--- src/rtl/siso_pkg.sv ---
// rtl/siso_pkg.sv - shared state encodings, line levels and frame length helper
package siso_pkg;

  typedef logic [2:0] state_t;

  localparam state_t IDLE   = 3'd0;
  localparam state_t START  = 3'd1;
  localparam state_t DATA   = 3'd2;
  localparam state_t PARITY = 3'd3;
  localparam state_t STOP   = 3'd4;

  localparam logic START_BIT  = 1'b1;
  localparam logic STOP_BIT   = 1'b0;
  localparam logic IDLE_LEVEL = 1'b0;

  function automatic int frame_len(input int data_w, input int parity_en);
    return 2 + data_w + parity_en;
  endfunction

endpackage

--- src/rtl/siso_frame_tx.sv ---
// rtl/siso_frame_tx.sv - parallel-in framed serial-out transmitter feeding the 4-bit SISO shifter
module siso_frame_tx
  import siso_pkg::*;
#(
  parameter int DATA_W    = 8,
  parameter bit MSB_FIRST = 1'b1,
  parameter bit PARITY_EN = 1'b1
) (
  input  logic              clk,
  input  logic              reset,
  input  logic [DATA_W-1:0] din,
  input  logic              din_valid,
  output logic              din_ready,
  output logic              sdo,
  output logic              busy,
  output logic              frame_done
);

  localparam int CW = (DATA_W > 1) ? $clog2(DATA_W) : 1;
  localparam logic [CW-1:0] LAST_BIT = CW'(DATA_W - 1);

  state_t            state, state_nxt;
  logic [DATA_W-1:0] shreg, shreg_nxt, shreg_shifted;
  logic [CW-1:0]     cnt, cnt_nxt;
  logic              par_q, par_nxt;
  logic              sdo_nxt;
  logic              xfer;
  logic              out_bit;

  assign din_ready  = (state == IDLE) || (state == STOP);
  assign xfer       = din_valid && din_ready;
  assign busy       = (state != IDLE);
  assign frame_done = (state == STOP);

  // The next data bit always sits at the outgoing end of the shift register.
  assign out_bit       = MSB_FIRST ? shreg[DATA_W-1] : shreg[0];
  assign shreg_shifted = MSB_FIRST ? {shreg[DATA_W-2:0], 1'b0} : {1'b0, shreg[DATA_W-1:1]};

  // sdo is registered, so each branch selects the level for the state being entered.
  always_comb begin
    state_nxt = state;
    shreg_nxt = shreg;
    cnt_nxt   = cnt;
    par_nxt   = par_q;
    sdo_nxt   = IDLE_LEVEL;
    case (state)
      IDLE, STOP: begin
        if (xfer) begin
          state_nxt = START;
          shreg_nxt = din;
          par_nxt   = ^din;
          sdo_nxt   = START_BIT;
        end else begin
          state_nxt = IDLE;
        end
      end
      START: begin
        state_nxt = DATA;
        cnt_nxt   = '0;
        sdo_nxt   = out_bit;
        shreg_nxt = shreg_shifted;
      end
      DATA: begin
        if (cnt == LAST_BIT) begin
          if (PARITY_EN) begin
            state_nxt = PARITY;
            sdo_nxt   = par_q;
          end else begin
            state_nxt = STOP;
            sdo_nxt   = STOP_BIT;
          end
        end else begin
          cnt_nxt   = cnt + 1'b1;
          sdo_nxt   = out_bit;
          shreg_nxt = shreg_shifted;
        end
      end
      PARITY: begin
        state_nxt = STOP;
        sdo_nxt   = STOP_BIT;
      end
      default: state_nxt = IDLE;
    endcase
  end

  always_ff @(posedge clk) begin
    if (reset) begin
      state <= IDLE;
      shreg <= '0;
      cnt   <= '0;
      par_q <= 1'b0;
      sdo   <= IDLE_LEVEL;
    end else begin
      state <= state_nxt;
      shreg <= shreg_nxt;
      cnt   <= cnt_nxt;
      par_q <= par_nxt;
      sdo   <= sdo_nxt;
    end
  end

endmodule

--- config.mk ---
export PLATFORM = sky130hd
export DESIGN_NAME = siso_frame_tx
export DESIGN_NICKNAME = d
export VERILOG_FILES = /design/src/rtl/siso_pkg.sv /design/src/rtl/siso_frame_tx.sv
export SDC_FILE = /design/constraint.sdc
export NUM_CORES = 1
export LEC_CHECK = 0
export BUFFER_PORTS_ARGS = -buffer_cell sky130_fd_sc_hd__buf_2
export CELL_PAD_IN_SITES_DETAIL_PLACEMENT = 1
export CELL_PAD_IN_SITES_GLOBAL_PLACEMENT = 1
export CORE_ASPECT_RATIO = 1.25
export CORE_UTILIZATION = 43
export CTS_CLUSTER_SIZE = 28
export DETAILED_ROUTE_END_ITERATION = 12
export PLACE_DENSITY = 0.77
export SLEW_MARGIN = 20
export SYNTH_ARGS = -nofsm -noshare
export SYNTH_HDL_FRONTEND = slang
export SYNTH_SLANG_ARGS = --single-unit
--- constraint.sdc ---
create_clock -name clk -period 5.25 [get_ports clk]
set_clock_uncertainty 0.15 [all_clocks]
set_input_delay 0.2625 -clock clk [delete_from_list [all_inputs] [get_ports clk]]
set_output_delay 0.2625 -clock clk [all_outputs]
set_load 0.02 [all_outputs]
==> impl_metrics.json <==
{
  "status": "complete, no violations",
  "power.share.clock": 0.219,
  "cp-start-kind": "flip-flop",
  "grt_setup_unrepaired": "no",
  "postCtsHoldBufs": 0,
  "ys_warn_count": 0,
  "drv_slew": 0,
  "seq_power_share": 0.507,
  "synth_cell_types": 29,
  "period_minus_slack_ns": 2.07,
  "power_per_cell_area_nw_per_um2": 309,
  "syn_to_final_growth_pct": 6.13,
  "std_cell_rows": 17,
  "vias_per_cell": 5.85,
  "fmax_ghz": 0.484,
  "syn_inst": 94,
  "grt_first_pass_wirelength_um": 3230,
  "hold_class": "input pin to flip-flop",
  "layout_commonest_cell": "dfxtp_1",
  "vias": 726,
  "register_area_um2": 320,
  "post_drt_wl_per_cell_um": 14.5,
  "first_pass_iters": 2,
  "place.gp.congestion": 0.795,
  "hold-worst-slack_ns": 0.0651,
  "worst_path_max_delay_cell": "or4b_4",
  "cts.sinks": 16,
  "netlist.top_cell.by_area": "dfxtp_1",
  "ys_seq_area_frac": 0.365,
  "floorplan.initialDensity": 0.479,
  "final_cell_mix": "16 x dfxtp_1, 14 x buf_2, 9 x nor2_1",
  "hold_path_depth": 2,
  "htreeDepth": 1,
  "utilization": 0.509,
  "cp_num_cells": 6,
  "slew_headroom": 0.566,
  "synthesis.nets": 107,
  "cp_num_buf_inv": 0,
  "crit_family": "simple AND/OR/NAND/NOR gates",
  "final_nets": 120,
  "switchingPower_uw": 91.4,
  "setup_tns_ns": 0,
  "tightest_slew_ns": 0.647,
  "track_usage": 0.195,
  "drc_errors": 0,
  "final_area_um2": 931,
  "worstSetupPathType": "flip-flop to flip-flop",
  "diodes": 0,
  "grt_overflow": 0,
  "reg2reg_depth": 6,
  "hpwlAfterDp_um": 1390,
  "p_leak_nw": 0.341,
  "critPathMaxFanout": 15,
  "die_y_um": 52.5,
  "hold_viol": 0,
  "critPathCaptureType": "flip-flop",
  "fillers": 235,
  "syn_area_um2": 877,
  "ant_nets": 0,
  "drive_gt1_frac": 0.248,
  "clock_latency_ns": 0.28,
  "cts_made_buffers": 3,
  "ir_drop_uv": 147,
  "synth.area.top_cells": "dfxtp_1 37%, xnor2_1 8.0%, a311oi_1 6.0%",
  "fp.dieW_um": 42.4,
  "multi_input_area_um2": 494,
  "io_pins": 15,
  "period_share": 0.394,
  "grt_pass1_vias": 746,
  "post_cts_buffers": 0,
  "cts_resized": 0,
  "arrival_ns": 2.11,
  "placed_area_um2": 908,
  "drtIter0Drc": 5,
  "antenna_found_initial": 0,
  "combPwrFrac": 0.275,
  "core_area_um2": 1830,
  "fin_ws_ns": 3.18,
  "routed_wl_um": 1800,
  "setup_violations": 0,
  "yosysTopAreaCellShare": 0.365,
  "maxCapViolations": 0,
  "worstPathRequired_ns": 5.30,
  "grt_max_degree": 19,
  "path_clk_slew_ns": 0.09,
  "cts-root-buf": "clkbuf_4",
  "crit_path_max_incr_delay_ns": 0.53,
  "crit_path_cell_trace": "ha_1 -> ha_1 -> or4b_4 -> o211ai_4 -> nor2_1 -> a311oi_1",
  "ys_ff_latch": 16,
  "dp_slack_ns": 3.19,
  "avgSynthCellArea_um2": 9.33,
  "cts_tree": "yes",
  "swShare": 0.318,
  "intPower_uw": 196,
  "io_buffers": 14,
  "die_area_um2": 2230,
  "cp_common_cell": "ha_1",
  "clock_tree.buffer_depth": 2
}
## logic make-up after synthesis
logic type | count (synthesis) | synth area share
AOI/OAI and AO/OA | 25 | 0.214
xor gates and xnor gates | 8 | 0.0799
adders and majority gates | 2 | 0.0285
buffers and inverters | 6 | 0.0713
DFF | 16 | 0.365
muxes | 1 | 0.0128
and+or+nand+nor | 36 | 0.228
## worst paths after layout
path / from / slack (ns) / to
worst max-delay path: cnt[0]$_SDFFE_PP0P_ / 3.18 / shreg[4]$_SDFFE_PP0P_
worst min-delay path: din_valid / 0.07 / par_q$_SDFFE_PP0P_
worst max register to register: cnt[0]$_SDFFE_PP0P_ / 3.18 / shreg[4]$_SDFFE_PP0P_
worst min register to register: shreg[0]$_SDFFE_PP0P_ / 0.33 / shreg[0]$_SDFFE_PP0P_
## sequential cells by signal, indices dropped and copies added, names as in the netlist
name	cells
state	3
shreg	8
sdo	1
par_q	1
cnt	3
## cells in the mapped netlist, drive strengths merged
cell type  instances
a21oi              8
a311oi             8
and2               1
buf                6
dfxtp             16
ha                 2
mux2               1
nand2              8
nand2b             3
nand3              2
nand3b             1
nand4b             1
nor2              11
nor3               2
nor3b              1
nor4bb             1
o2111ai            1
o211ai             1
o21ai              7
or2b               1
or3                1
or3b               2
or4b               1
xnor2              8
## cell type report
class,count,share of cell area
flip-flops and latches,16,0.344
repair buffers,14,0.0753
clock buffers,3,0.0242
well taps,19,0.0255
multi-input cells,72,0.531
## metal layers
metal,share of wire,up-vias,GRT usage
met4,0.016,0,0.109
met1,0.44,345,0.228
li1,-,363,-
met3,0.030,4,0.0207
met5,0,-,0
met2,0.51,14,0.344
## through the flow
stage	power, mW	std cells
6_report	0.287	124
5_1_grt	0.307	124
4_1_cts	0.292	124
3_5_place_dp	0.228	121
3_3_place_gp	0.226	121
2_1_floorplan	0.215	94
## power by group through the flow
stage | sequential, mW | clock, mW | combinational (mW)
after floorplan | 0.144 | 0 | 0.0705
after global placement | 0.148 | 0 | 0.0780
after detailed placement | 0.149 | 0 | 0.0799
after CTS | 0.146 | 0.0660 | 0.0801
after global routing | 0.148 | 0.0710 | 0.0887
final | 0.145 | 0.0628 | 0.0789
(Power assumes the default switching activity.)
